<file path="src/rtl/mem_port_arbiter.sv">
// Shares one single-port data memory between instruction fetch (I) and load/store (D).
// Define MEM_ARB_RR_EN for round-robin arbitration; otherwise D has fixed priority over I.
module mem_port_arbiter #(
    parameter int ADDR_W = 32
) (
    input  logic              clk,
    input  logic              rst_n,
    input  logic              i_req_valid,
    output logic              i_req_ready,
    input  logic [ADDR_W-1:0] i_req_addr,
    output logic              i_resp_valid,
    input  logic              i_resp_ready,
    output logic [31:0]       i_resp_rdata,
    output logic              i_resp_err,
    input  logic              d_req_valid,
    output logic              d_req_ready,
    input  logic              d_req_we,
    input  logic [ADDR_W-1:0] d_req_addr,
    input  logic [31:0]       d_req_wdata,
    input  logic [2:0]        d_req_load_type,
    input  logic [2:0]        d_req_store_type,
    output logic              d_resp_valid,
    input  logic              d_resp_ready,
    output logic [31:0]       d_resp_rdata,
    output logic              d_resp_err,
    output logic              mem_read_en,
    output logic              mem_write_en,
    output logic [ADDR_W-1:0] mem_address,
    output logic [31:0]       mem_data_in,
    output logic [2:0]        mem_load_type,
    output logic [2:0]        mem_store_type,
    input  logic [31:0]       mem_data_out,
    output logic              busy
);
    typedef enum logic [1:0] {IDLE, ISSUE, WAIT_DATA, RESP} state_t;
    localparam logic PORT_I = 1'b0;
    localparam logic PORT_D = 1'b1;

    state_t            state_q, state_d;
    logic              port_q, port_d;
    logic              we_q, we_d;
    logic              err_q, err_d;
    logic [31:0]       rdata_q, rdata_d;
    logic [ADDR_W-1:0] mem_addr_q, mem_addr_d;
    logic [31:0]       mem_wdata_q, mem_wdata_d;
    logic [2:0]        mem_lt_q, mem_lt_d;
    logic [2:0]        mem_st_q, mem_st_d;

    logic d_wins;
    logic d_accept, i_accept;
    logic d_bad, i_bad;

`ifdef MEM_ARB_RR_EN
    logic last_grant_q, last_grant_d;

    // On contention the port that did not win last time goes first
    always_comb begin
        if (d_req_valid && i_req_valid) begin
            d_wins = (last_grant_q == PORT_I);
        end else begin
            d_wins = d_req_valid;
        end
    end
`else
    assign d_wins = d_req_valid;
`endif

    assign d_accept = rst_n && (state_q == IDLE) && d_req_valid && d_wins;
    assign i_accept = rst_n && (state_q == IDLE) && i_req_valid && !d_wins;

    assign i_bad = |i_req_addr[1:0];

    always_comb begin
        d_bad = 1'b0;
        if (d_req_we) begin
            case (d_req_store_type)
                3'b000:  d_bad = 1'b0;
                3'b001:  d_bad = d_req_addr[0];
                3'b010:  d_bad = |d_req_addr[1:0];
                default: d_bad = 1'b1;
            endcase
        end else begin
            case (d_req_load_type)
                3'b000, 3'b100: d_bad = 1'b0;
                3'b001, 3'b101: d_bad = d_req_addr[0];
                3'b010:         d_bad = |d_req_addr[1:0];
                default:        d_bad = 1'b1;
            endcase
        end
    end

    always_comb begin
        state_d     = state_q;
        port_d      = port_q;
        we_d        = we_q;
        err_d       = err_q;
        rdata_d     = rdata_q;
        mem_addr_d  = mem_addr_q;
        mem_wdata_d = mem_wdata_q;
        mem_lt_d    = mem_lt_q;
        mem_st_d    = mem_st_q;
        case (state_q)
            IDLE: begin
                // Rejected requests never touch the mem_* registers
                if (d_accept) begin
                    port_d  = PORT_D;
                    we_d    = d_req_we;
                    err_d   = d_bad;
                    rdata_d = '0;
                    state_d = d_bad ? RESP : ISSUE;
                    if (!d_bad) begin
                        mem_addr_d  = d_req_addr;
                        mem_wdata_d = d_req_wdata;
                        mem_lt_d    = d_req_load_type;
                        mem_st_d    = d_req_store_type;
                    end
                end else if (i_accept) begin
                    port_d  = PORT_I;
                    we_d    = 1'b0;
                    err_d   = i_bad;
                    rdata_d = '0;
                    state_d = i_bad ? RESP : ISSUE;
                    if (!i_bad) begin
                        mem_addr_d = i_req_addr;
                        mem_lt_d   = 3'b010;
                    end
                end
            end
            ISSUE:     state_d = we_q ? RESP : WAIT_DATA;
            WAIT_DATA: begin
                rdata_d = mem_data_out;
                state_d = RESP;
            end
            RESP: begin
                if ((port_q == PORT_D) ? d_resp_ready : i_resp_ready) begin
                    state_d = IDLE;
                end
            end
            default: state_d = IDLE;
        endcase
    end

`ifdef MEM_ARB_RR_EN
    always_comb begin
        last_grant_d = last_grant_q;
        if (d_accept) begin
            last_grant_d = PORT_D;
        end else if (i_accept) begin
            last_grant_d = PORT_I;
        end
    end

    always_ff @(posedge clk or negedge rst_n) begin
        if (!rst_n) begin
            last_grant_q <= PORT_I;
        end else begin
            last_grant_q <= last_grant_d;
        end
    end
`endif

    always_ff @(posedge clk or negedge rst_n) begin
        if (!rst_n) begin
            state_q     <= IDLE;
            port_q      <= PORT_I;
            we_q        <= 1'b0;
            err_q       <= 1'b0;
            rdata_q     <= '0;
            mem_addr_q  <= '0;
            mem_wdata_q <= '0;
            mem_lt_q    <= '0;
            mem_st_q    <= '0;
        end else begin
            state_q     <= state_d;
            port_q      <= port_d;
            we_q        <= we_d;
            err_q       <= err_d;
            rdata_q     <= rdata_d;
            mem_addr_q  <= mem_addr_d;
            mem_wdata_q <= mem_wdata_d;
            mem_lt_q    <= mem_lt_d;
            mem_st_q    <= mem_st_d;
        end
    end

    assign d_req_ready    = d_accept;
    assign i_req_ready    = i_accept;
    assign d_resp_valid   = (state_q == RESP) && (port_q == PORT_D);
    assign i_resp_valid   = (state_q == RESP) && (port_q == PORT_I);
    assign d_resp_rdata   = rdata_q;
    assign i_resp_rdata   = rdata_q;
    assign d_resp_err     = err_q;
    assign i_resp_err     = err_q;
    assign mem_read_en    = (state_q == ISSUE) && !we_q;
    assign mem_write_en   = (state_q == ISSUE) && we_q;
    assign mem_address    = mem_addr_q;
    assign mem_data_in    = mem_wdata_q;
    assign mem_load_type  = mem_lt_q;
    assign mem_store_type = mem_st_q;
    assign busy           = (state_q != IDLE);
endmodule

</file>
<file path="config.mk">
export PLATFORM = sky130hd
export DESIGN_NAME = mem_port_arbiter
export DESIGN_NICKNAME = d
export VERILOG_FILES = /design/src/rtl/mem_port_arbiter.sv
export SDC_FILE = /design/constraint.sdc
export NUM_CORES = 1
export LEC_CHECK = 0
export ABC_AREA = 1
export ABC_CLOCK_PERIOD_IN_PS = 3200
export CAP_MARGIN = 0
export CORE_AREA = 2 2 113 115
export CTS_BUF_LIST = sky130_fd_sc_hd__clkbuf_16
export DETAILED_ROUTE_END_ITERATION = 12
export DIE_AREA = 0 0 115 117
export PLACE_DENSITY = 0.86
export SLEW_MARGIN = 20
export SYNTH_ARGS = -nofsm -noshare
export SYNTH_HDL_FRONTEND = slang
export SYNTH_SLANG_ARGS = --single-unit
</file>
<file path="constraint.sdc">
create_clock -name clk -period 3.2 [get_ports clk]
set_input_delay 0.48 -clock clk [delete_from_list [all_inputs] [get_ports clk]]
set_output_delay 0.48 -clock clk [all_outputs]
set_load 0.01 [all_outputs]
</file>
After elaboration in Yosys (flattened, before gate mapping)
Index checks and enable logic that the tools add are counted.
Operators by class
  bitwise logic cells: 2
  multiplexer cells: 27
  reduce and logical (&&, ||, !) cells: 26
  equal/unequal tests: 13
Operators by type and width (count)
  32-bit two-way mux: 6
  32-bit one-hot mux with 2 select lines: 1
  3-bit two-way mux: 4
  2-bit two-way mux: 5
  1-bit logical AND: 9
  1-bit two-way mux: 8
  2-bit one-hot mux with 4 select lines: 1
  2-bit OR reduction: 4
  3-bit by 1-bit == test with 1-bit output, second input constant: 2
  3-bit by 2-bit == test with 1-bit output, second input constant: 2
  3-bit == test, second input constant: 2
  3-bit logical NOT: 2
  2-bit inequality test, second input constant: 3
  1-bit one-hot mux with 3 select lines: 2
  2-bit AND reduction: 3
  2-bit nonzero test: 3
  2-bit == test, second input constant: 2
  4-bit AND reduction: 1
  3-bit inequality test, second input constant: 1
  3-bit AND reduction: 1
  2-bit by 1-bit == test with 1-bit output, second input constant: 1
  1-bit logical NOT: 2
  2-bit logical NOT: 1
  1-bit inverter: 2
Word-level totals
  word-level logic and storage cells: 77
  output and inout port bits: 143
  register bits after elaboration: 107

Logic depth before layout (Yosys ltp)
Gate-level depths: netlist of the first run.
  depth in word-level cells: 7
  gate-level depth with buffers: 11
  mapped depth without buffers: 10

Worst setup path after synthesis of the first run
Ideal clock, no wire load.
  path type: reg2reg
  from: register state_q[0]
  to: register mem_addr_q[0] (netlist: mem_address[0])
  arrival time: 1831 ps
  library setup time: 117 ps
  buffers on the path: 2
  path slack: 1252 ps
  stages on the path, launching flop included: 12
  cells stage by stage: dfrtp_1 -> inv_1 -> ha_1 -> nand3_1 -> buf_2 -> nor2_1 -> nand3_2 -> nand3_2 -> nand2_2 -> buf_4 -> nand2_1 -> nand2_1
On the way
  word-level cells in the longest chain between the ends: 6
  elaborated cells between the ends (all ways): 11
  classes of those cells: eq/ne (2); mux (1); reduce/logical (8)
Ends and longest elaborated chain
  start: declaration: RTL line 39  | state_t state_q, state_d;
  start signal: assignment: RTL line 174  | state_q <= state_d;
  2-bit logical NOT (*): RTL line 68, 69, 102
  1-bit logical AND: RTL line 68, 69
  1-bit logical AND (on tied branches) (2 in a row): RTL line 68, 69
  2-bit inequality test (no source line) / 2-bit nonzero test (equally long branches)
  4-bit AND reduction (no source line)
  end signal: assignment: RTL line 179  | mem_addr_q <= mem_addr_d;
  end: declaration: RTL line 44  | logic [ADDR_W-1:0] mem_addr_q, mem_addr_d;
Mark *: on every way between the ends. The rest lies on a longest branch, timed or not.
A chain may end at the register's enable or synchronous reset.

Final worst setup path of the first run
  from: input port rst_n
  to: output port d_req_ready
On the way
  word-level cells in the longest chain between the ends: 3
Ends and longest elaborated chain
  start: declaration: RTL line 7  | input logic rst_n,
  1-bit logical AND (3 in a row): RTL line 68  | assign d_accept = rst_n && (state_q == IDLE) && d_req_valid && d_wins;
  end: declaration: RTL line 16  | output logic d_req_ready,
No other way between the ends.

==> qor.txt, run 1 <==
Worst setup path category: input pin to output port
Number of synthesized flops with an enable pin: 0
Leak: 3.972 nW
CTS sink cnt: 107
Crit. End Element: output port
Final min period: 2904 ps
CP startpoint kind: input pin
Syn Area/Cell: 7.867 µm²
Multi-input gate area: 1914 µm²
Via count: 5034
PostCTS Resize Cnt: 0
Routed len/inst: 14.51 µm
Initial Utilization: 41.15%
Cell with the most instances after synthesis: nand2_1
Status: completed
Setup_tns: 0 ps
Net Count, Synth: 790
Seq/Total Area, Yosys: 52.85%
Crit-path max FO: 24
Total gr overflow: 0
Crit path cell chain: dlygate4sd3_1 -> buf_4 -> nand3_1 -> inv_1 -> buf_4 -> clkdlybuf4s50_1
Cells after Synth: 644
Setup Slack @ Placement: 503.3 ps
Dominant cell type by area after synthesis: dfrtp_1
Worst Setup Slack, final: 296.2 ps
First-pass GRT wire length: 22980 µm
Worst vdd ir: 418.5 µV
Port Buf Inserts: 283
Synth area leaders: dfrtp_1 53%, nand2_1 23%, nand3_1 9.9%
Most used DFF post-synth: dfrtp_1
Number of fillers in the final layout: 1051
Crit path DAT: 2420 ps
N_diodes: 0
Number of I/O pins: 284
Final Hold Vio Count: 0
Synthesized flop and latch total: 107
Initial antenna violation count: 0
Worst Tran Pin Value: 945.0 ps
Pin count of the biggest net entering global routing: 76
Yosys top cell area share: 52.85%
Asr flop ratio synth: 100.0%
Worst path most repeated cell: buf_4
H-tree depth: 3
Register area: 2678 µm²
Max Fclk: 344.4 MHz
Slowest cell on crit path: clkdlybuf4s50_1
Clk root buf: clkbuf_16
Drt total wl: 15080 µm
Worst clock skew: 6.704 ps
Fraction of layout cells with a size suffix above 1: 4.049%
Pwr Density: 845.5 nW/µm²
Vias in the first global route: 4559
Die width: 115 µm
Hpwl dp: 11370 µm
CTS tree: done
Hold Path Class: flip-flop to flip-flop
Commonest cells in the synthesized netlist: 315 x nand2_1, 107 x dfrtp_1, 100 x nand3_1
Critical Path Max Stage Delay: 590 ps
Die area: 13460 µm²
Iter 0 DRT Violations: 431
Max-Cap Viols: 0
Routability cong.: 0.8200
# setup viols final: 0
RSZ-0062 raised after global routing: false
Layout area overhead: 59.15%
Mapped Area: 5066 µm²
Nets: 1030
Slew Viols, Final: 0
Clk buf depth: 2
Tcrit/Tclk final: 90.74%
Vias per std cell: 4.845
Clk Latency, worst-skew pair: 340 ps
Core Region: 12310 µm²
Site Rows: 41
Clk slew on worst S/H paths: 70 ps
Tot GR Track Use: 21.76%
CTS Buf Count: 9
Netlist cell types: 19
Drt drc: 0
Drt first pass iters: 5
CP required: 2720 ps
Post-DRT Antenna Nets: 0
Die Ht: 117 µm
Yosys warns: 0
Slew margin rel.: 37.00%
==> cells by family (layout without fill, tap and decap cells) <==
family	after synthesis	after routing	synth area share [%]
simple gates	436	436	35.29
flops	107	107	52.85
buf+inv	85	330	9.434
compound gates	11	11	1.185
fa+ha+maj	5	5	1.235
==> stage by stage <==
step / utilization [%] / hold slack, ps / instances / total power, mW / cell area, µm²
2_1_floorplan: - / 184.4 / 644 / 3.955 / 5066
6_report: 65.49 / 471.0 / 1039 / 6.817 / 8063
4_1_cts: 65.49 / 475.0 / 1039 / 6.884 / 8063
5_1_grt: 65.49 / 484.6 / 1039 / 7.283 / 8063
3_5_place_dp: 63.15 / 365.9 / 1022 / 5.818 / 7775
3_3_place_gp: 63.15 / 367.6 / 1022 / 5.728 / 7775
==> per-layer routing <==
metal,global-route usage (%),part of all wire [%],up-vias
li1,-,-,2459
met1,26.59,40,2330
met2,37.61,50,221
met3,4.583,7.4,24
met4,9.157,2.4,0
met5,0,0,-
==> cell usage in the layout (no fill, tap or decap) <==
| cell | instances |
|---|---|
| clkdlybuf4s50_1 | 282 |
| clkinv_1 | 3 |
| dlygate4sd3_1 | 1 |
| o21ai_2 | 1 |
| clkinvlp_4 | 1 |
| ha_1 | 5 |
| clkinv_4 | 2 |
| nand2_1 | 315 |
| a211oi_1 | 1 |
| nand3_2 | 3 |
| o21ai_0 | 7 |
| buf_4 | 15 |
| inv_1 | 15 |
| nand2_2 | 1 |
| inv_8 | 1 |
| or2_2 | 2 |
| dfrtp_1 | 107 |
| inv_6 | 1 |
| nor2_1 | 15 |
| o21a_1 | 1 |
| clkbuf_16 | 9 |
| a21oi_1 | 1 |
| nand3_1 | 100 |
==> sequential cells by signal, indices dropped and copies added (netlist names) <==
name            count
d_resp_rdata       32
mem_address        32
mem_data_in        32
mem_load_type       3
mem_store_type      3
state_q             2
d_resp_err          1
port_q              1
we_q                1
==> final timing paths <==
path,from,endpoint,slack [ps],cells past startpoint
setup reg to reg,state_q[0],mem_address[20],660,10
hold / removal,mem_address[10],mem_address[10],470,2
hold reg to reg,mem_address[10],mem_address[10],470,2
min in group asynchronous,rst_n,mem_data_in[12],550,2
setup / recovery,rst_n,d_req_ready,300,6
max in group asynchronous,rst_n,mem_address[16],1450,3
==> worst max-delay path: cells and delay by family <==
| kind | cells | cell delay [ps] |
|---|---|---|
| buf+inv | 5 | 1780 |
| simple gates | 1 | 160 |
==> area by class of cell <==
| cell class | instances | share of cell area (%) |
|---|---|---|
| well taps | 150 | 2.328 |
| inverters | 16 | 0.7449 |
| flip-flops and latches | 107 | 33.21 |
| clock inverters | 7 | 0.6518 |
| repair buffers | 298 | 36.53 |
| multi-input cells | 452 | 23.74 |
| clock buffers | 9 | 2.793 |
==> where the power goes <==
group	internal [mW]	switching, mW
clock	0.534	0.508
sequential	1.95	0.394
combinational	1.82	1.61
==> what timing repair did <==
item                                   in CTS  in global routing
setup buffers                               0                  0
endpoints found under the hold margin      13                  0
hold buffers                                1                  0
(Power assumes the default switching activity.)
==> run 2: changes to the inputs <==
==> constraint.sdc (replaced) <==
create_clock -name clk -period 3.2 [get_ports clk]
set_input_delay 0.64 -clock clk [delete_from_list [all_inputs] [get_ports clk]]
set_output_delay 0.64 -clock clk [all_outputs]
set_load 0.01 [all_outputs]
==> qor.txt, run 2 (synthesis results as in run 1) <==
Fraction of layout cells with a size suffix above 1: 4.709%
Critical Path Max Stage Delay: 550 ps
# setup viols final: 0
Post-DRT Antenna Nets: 0
First-pass GRT wire length: 24110 µm
Final min period: 2901 ps
Clk Latency, worst-skew pair: 340 ps
H-tree depth: 3
Leak: 3.995 nW
Slowest cell on crit path: clkdlybuf4s50_1
CTS sink cnt: 107
Worst vdd ir: 366.6 µV
Commonest cells after routing, fill and taps aside: 315 x nand2_1, 282 x clkdlybuf4s50_1, 107 x dfrtp_1
Setup Slack @ Placement: 317.1 ps
Worst clock skew: 10.53 ps
Routed len/inst: 14.74 µm
Die Ht: 117 µm
Commonest non-fill, non-tap cell in the layout: nand2_1
Nets: 1033
Crit path cell chain: inv_1 -> ha_1 -> nand2_1 -> nor2_1 -> inv_1 -> nor2_1 -> clkdlybuf4s50_1
Reg2reg end: mem_address[6]
Initial Utilization: 41.15%
Clk slew on worst S/H paths: 70 ps
Reg2reg start: state_q[0]
Pin count of the biggest net entering global routing: 61
Die width: 115 µm
Site Rows: 41
R2R depth: 10
Hpwl dp: 11620 µm
Layout area overhead: 59.79%
CP required: 2560 ps
Clk root buf: clkbuf_16
Drt first pass iters: 4
Max-Cap Viols: 0
CTS Hold Buffers Added: 0
Via count: 4988
CTS Buf Count: 9
Crit path DAT: 2260 ps
Status: completed
Clk buf depth: 2
CP startpoint: state_q[0]
Setup_tns: 0 ps
Vias per std cell: 4.782
Crit. End Element: output port
Drt drc: 0
Crit-path max FO: 5
Worst Setup Slack, final: 298.8 ps
CTS tree: done
Setup Fix Bufs, Post-CTS: 0
Worst setup path category: flip-flop to output port
Core Region: 12310 µm²
Tcrit/Tclk final: 90.66%
Hold Path Class: input pin to async pin
Initial antenna violation count: 1
Slew Viols, Final: 0
Iter 0 DRT Violations: 254
Flop-to-flop setup slack: 560 ps
Slew margin rel.: 48.86%
Final Hold Vio Count: 0
RSZ-0062 raised after global routing: false
Total gr overflow: 0
End of the critical path: i_req_ready
Max Fclk: 344.7 MHz
Die area: 13460 µm²
Port Buf Inserts: 283
Tot GR Track Use: 22.80%
Drt total wl: 15370 µm
Pwr Density: 847.8 nW/µm²
CP startpoint kind: flip-flop
Number of I/O pins: 284
Vias in the first global route: 4818
Worst Tran Pin Value: 767.2 ps
PostCTS Resize Cnt: 0
Routability cong.: 0.7633
## run 2: cell types whose count changed in the layout (fill, tap and decap cells not counted)
cell,before,now
buf_4,15,19
clkinv_1,3,1
clkinv_2,0,2
clkinv_4,2,1
clkinv_8,0,1
diode_2,0,1
dlygate4sd3_1,1,0
## run 2: how the worst min path moves through the flow
stage	to	slack [ps]	cells past startpoint
after floorplan	d_resp_err	340	0
after global placement	mem_address[10]	450	2
after detailed placement	mem_address[8]	460	2
after CTS	mem_load_type[0]	150	1
after global routing	we_q	160	1
final	mem_load_type[1]	160	1
## run 2: where the power goes
part / total (mW) / switching [mW] / internal, mW
Combinational: 3.45 / 1.62 / 1.83
Clock: 1.06 / 0.521 / 0.542
Sequential: 2.35 / 0.399 / 1.95
## run 2: area by class of cell
type | count | area, µm²
fillers | 1037 | 4217
repair buffers | 301 | 2965
flip-flops and latches | 107 | 2678
multi-input cells | 452 | 1914
clock buffers | 9 | 225.2
well taps | 150 | 187.7
clock inverters | 7 | 62.56
inverters | 16 | 60.06
diodes | 1 | 2.502
## run 2: layer usage
| metal | part of all wire [%] | global-route usage (%) |
|---|---|---|
| met2 | 50 | 39.96 |
| met4 | 3.0 | 8.353 |
| met5 | 0 | 0 |
| met1 | 40 | 27.39 |
| met3 | 6.7 | 5.561 |
## run 2: per-stage QoR
step / hold slack, ps / cells / power, mW / util (%) / cell area [µm²]
after detailed placement: 457.6 / 1026 / 5.846 / 63.39 / 7805
after global placement: 454.3 / 1026 / 5.757 / 63.39 / 7805
after CTS: 154.4 / 1042 / 6.931 / 65.73 / 8093
final: 158.7 / 1043 / 6.863 / 65.75 / 8095
after global routing: 155.5 / 1043 / 7.365 / 65.75 / 8095
after floorplan: 344.4 / 644 / 3.955 / - / 5066
## run 2: critical path: cells and delay by family (launching register included)
family	cells	cell delay, ps
adders and majority gates	1	340
and+or+nand+nor	3	340
buffers and inverters	3	820
DFF	1	430
==> run 3: changes to the inputs <==
Settings changed: CORE_AREA 2 2 113 115 to 2 2 112 114, CTS_BUF_LIST sky130_fd_sc_hd__clkbuf_16 to sky130_fd_sc_hd__clkbuf_8, DIE_AREA 0 0 115 117 to 0 0 114 116, PLACE_DENSITY 0.86 to 0.87.
==> qor.txt, run 3 (synthesis results as in run 1) <==
Die area: 13220 µm²
Clk root buf: clkbuf_8
Via count: 4998
H-tree depth: 3
CP startpoint kind: flip-flop
Clk slew on worst S/H paths: 90 ps
Site Rows: 40
Tot GR Track Use: 23.40%
Setup Fix Bufs, Post-CTS: 0
Final Cell Area: 8073 µm²
Number of fillers in the final layout: 963
Worst setup path category: flip-flop to output port
Crit path DAT: 2210 ps
CTS tree: done
Nets: 1036
Placed cell areas: 7824 µm²
Slew margin rel.: 41.47%
Crit. End Element: output port
Worst vdd ir: 402.5 µV
CTS Buf Count: 9
PostCTS Resize Cnt: 0
Commonest cells after routing, fill and taps aside: 315 x nand2_1, 282 x clkdlybuf4s50_1, 107 x dfrtp_1
Pwr Density: 846.5 nW/µm²
Post-DRT Antenna Nets: 0
Hpwl dp: 11690 µm
Register area: 2678 µm²
Number of I/O pins: 284
CP required: 2560 ps
# setup viols final: 0
Final Hold Vio Count: 0
Commonest non-fill, non-tap cell in the layout: nand2_1
Die Ht: 116 µm
Flop-to-flop setup slack: 650 ps
Clk buf depth: 2
Fraction of layout cells with a size suffix above 1: 5.028%
Final min period: 2845 ps
First-pass GRT wire length: 24320 µm
Max Fclk: 351.5 MHz
Tcrit/Tclk final: 88.91%
CTS Hold Buffers Added: 0
Die width: 114 µm
Vias per std cell: 4.797
Core Region: 11910 µm²
Max-Cap Viols: 0
Drt drc: 0
RSZ-0062 raised after global routing: false
Clk Latency, worst-skew pair: 370 ps
Leak: 3.990 nW
Hold Path Class: input pin to async pin
Setup_tns: 0 ps
Drt total wl: 15530 µm
Worst clock skew: 8.694 ps
Pin count of the biggest net entering global routing: 70
Multi-input gate area: 1914 µm²
Slew Viols, Final: 0
CTS sink cnt: 107
Worst Tran Pin Value: 877.9 ps
Vias in the first global route: 4869
Routability cong.: 0.7977
Iter 0 DRT Violations: 389
Status: completed
N_diodes: 0
Total gr overflow: 0
Port Buf Inserts: 283
Layout area overhead: 59.35%
Initial Utilization: 42.53%
Drt first pass iters: 4
Routed len/inst: 14.90 µm
Crit-path max FO: 5
Initial antenna violation count: 0
run 3: cell types whose count changed in the layout (fill, tap and decap cells not counted), sizes merged:
cell    delta
diode      -1
bufinv     +3
clkbuf     +1
inv        -1
buf        +3
clkinv     -3
run 3: path summary, 6_finish.rpt:
kind | from | depth (start not counted) | endpoint
min in group clk | mem_address[18] | 2 | mem_address[18]
max reg2reg | state_q[0] | 13 | state_q[1]
min reg2reg | mem_address[18] | 2 | mem_address[18]
max in group asynchronous | rst_n | 2 | mem_data_in[6]
min | rst_n | 2 | state_q[1]
max | state_q[0] | 6 | d_req_ready
run 3: worst max-delay path, stage by stage, from the launching register on:
cell             delay [ps]
dfrtp_1                 430
inv_1                   160
ha_1                    200
buf_4                   150
nand3_1                 160
inv_1                   160
clkdlybuf4s50_1         570
run 3: power breakdown:
part	switching [mW]	internal, mW	leakage (nW)
registers	0.390	1.94	1.37
clock network	0.469	0.543	0.123
logic	1.64	1.85	2.50
total	2.50	4.34	3.99
run 3: cell type report:
cell class | count | area share (%)
clock buffer | 10 | 1.705
clock inverter | 6 | 1.379
multi-input combinational | 452 | 23.71
timing repair buffer | 304 | 37.01
tap | 147 | 2.278
inverter | 16 | 0.7440
sequential | 107 | 33.17
run 3: metal layers:
| layer | wire, µm | global-route usage [%] | vias up |
|---|---|---|---|
| met5 | 0 | 0 | - |
| met4 | 418 | 10.00 | 0 |
| met3 | 981 | 4.603 | 35 |
| met2 | 7816 | 39.80 | 213 |
| met1 | 6314 | 29.27 | 2282 |
| li1 | - | - | 2468 |
run 3: stage by stage:
stage	setup slack [ps]	hold slack (ps)	std cells	util (%)	total power, mW
after CTS	308.2	369.5	1042	67.77	6.898
after global routing	194.5	394.7	1042	67.77	7.301
after floorplan	1252	344.4	644	-	3.955
final	355.0	352.3	1042	67.77	6.834
after detailed placement	384.2	458.0	1026	65.68	5.863
after global placement	435.2	453.7	1026	65.68	5.767
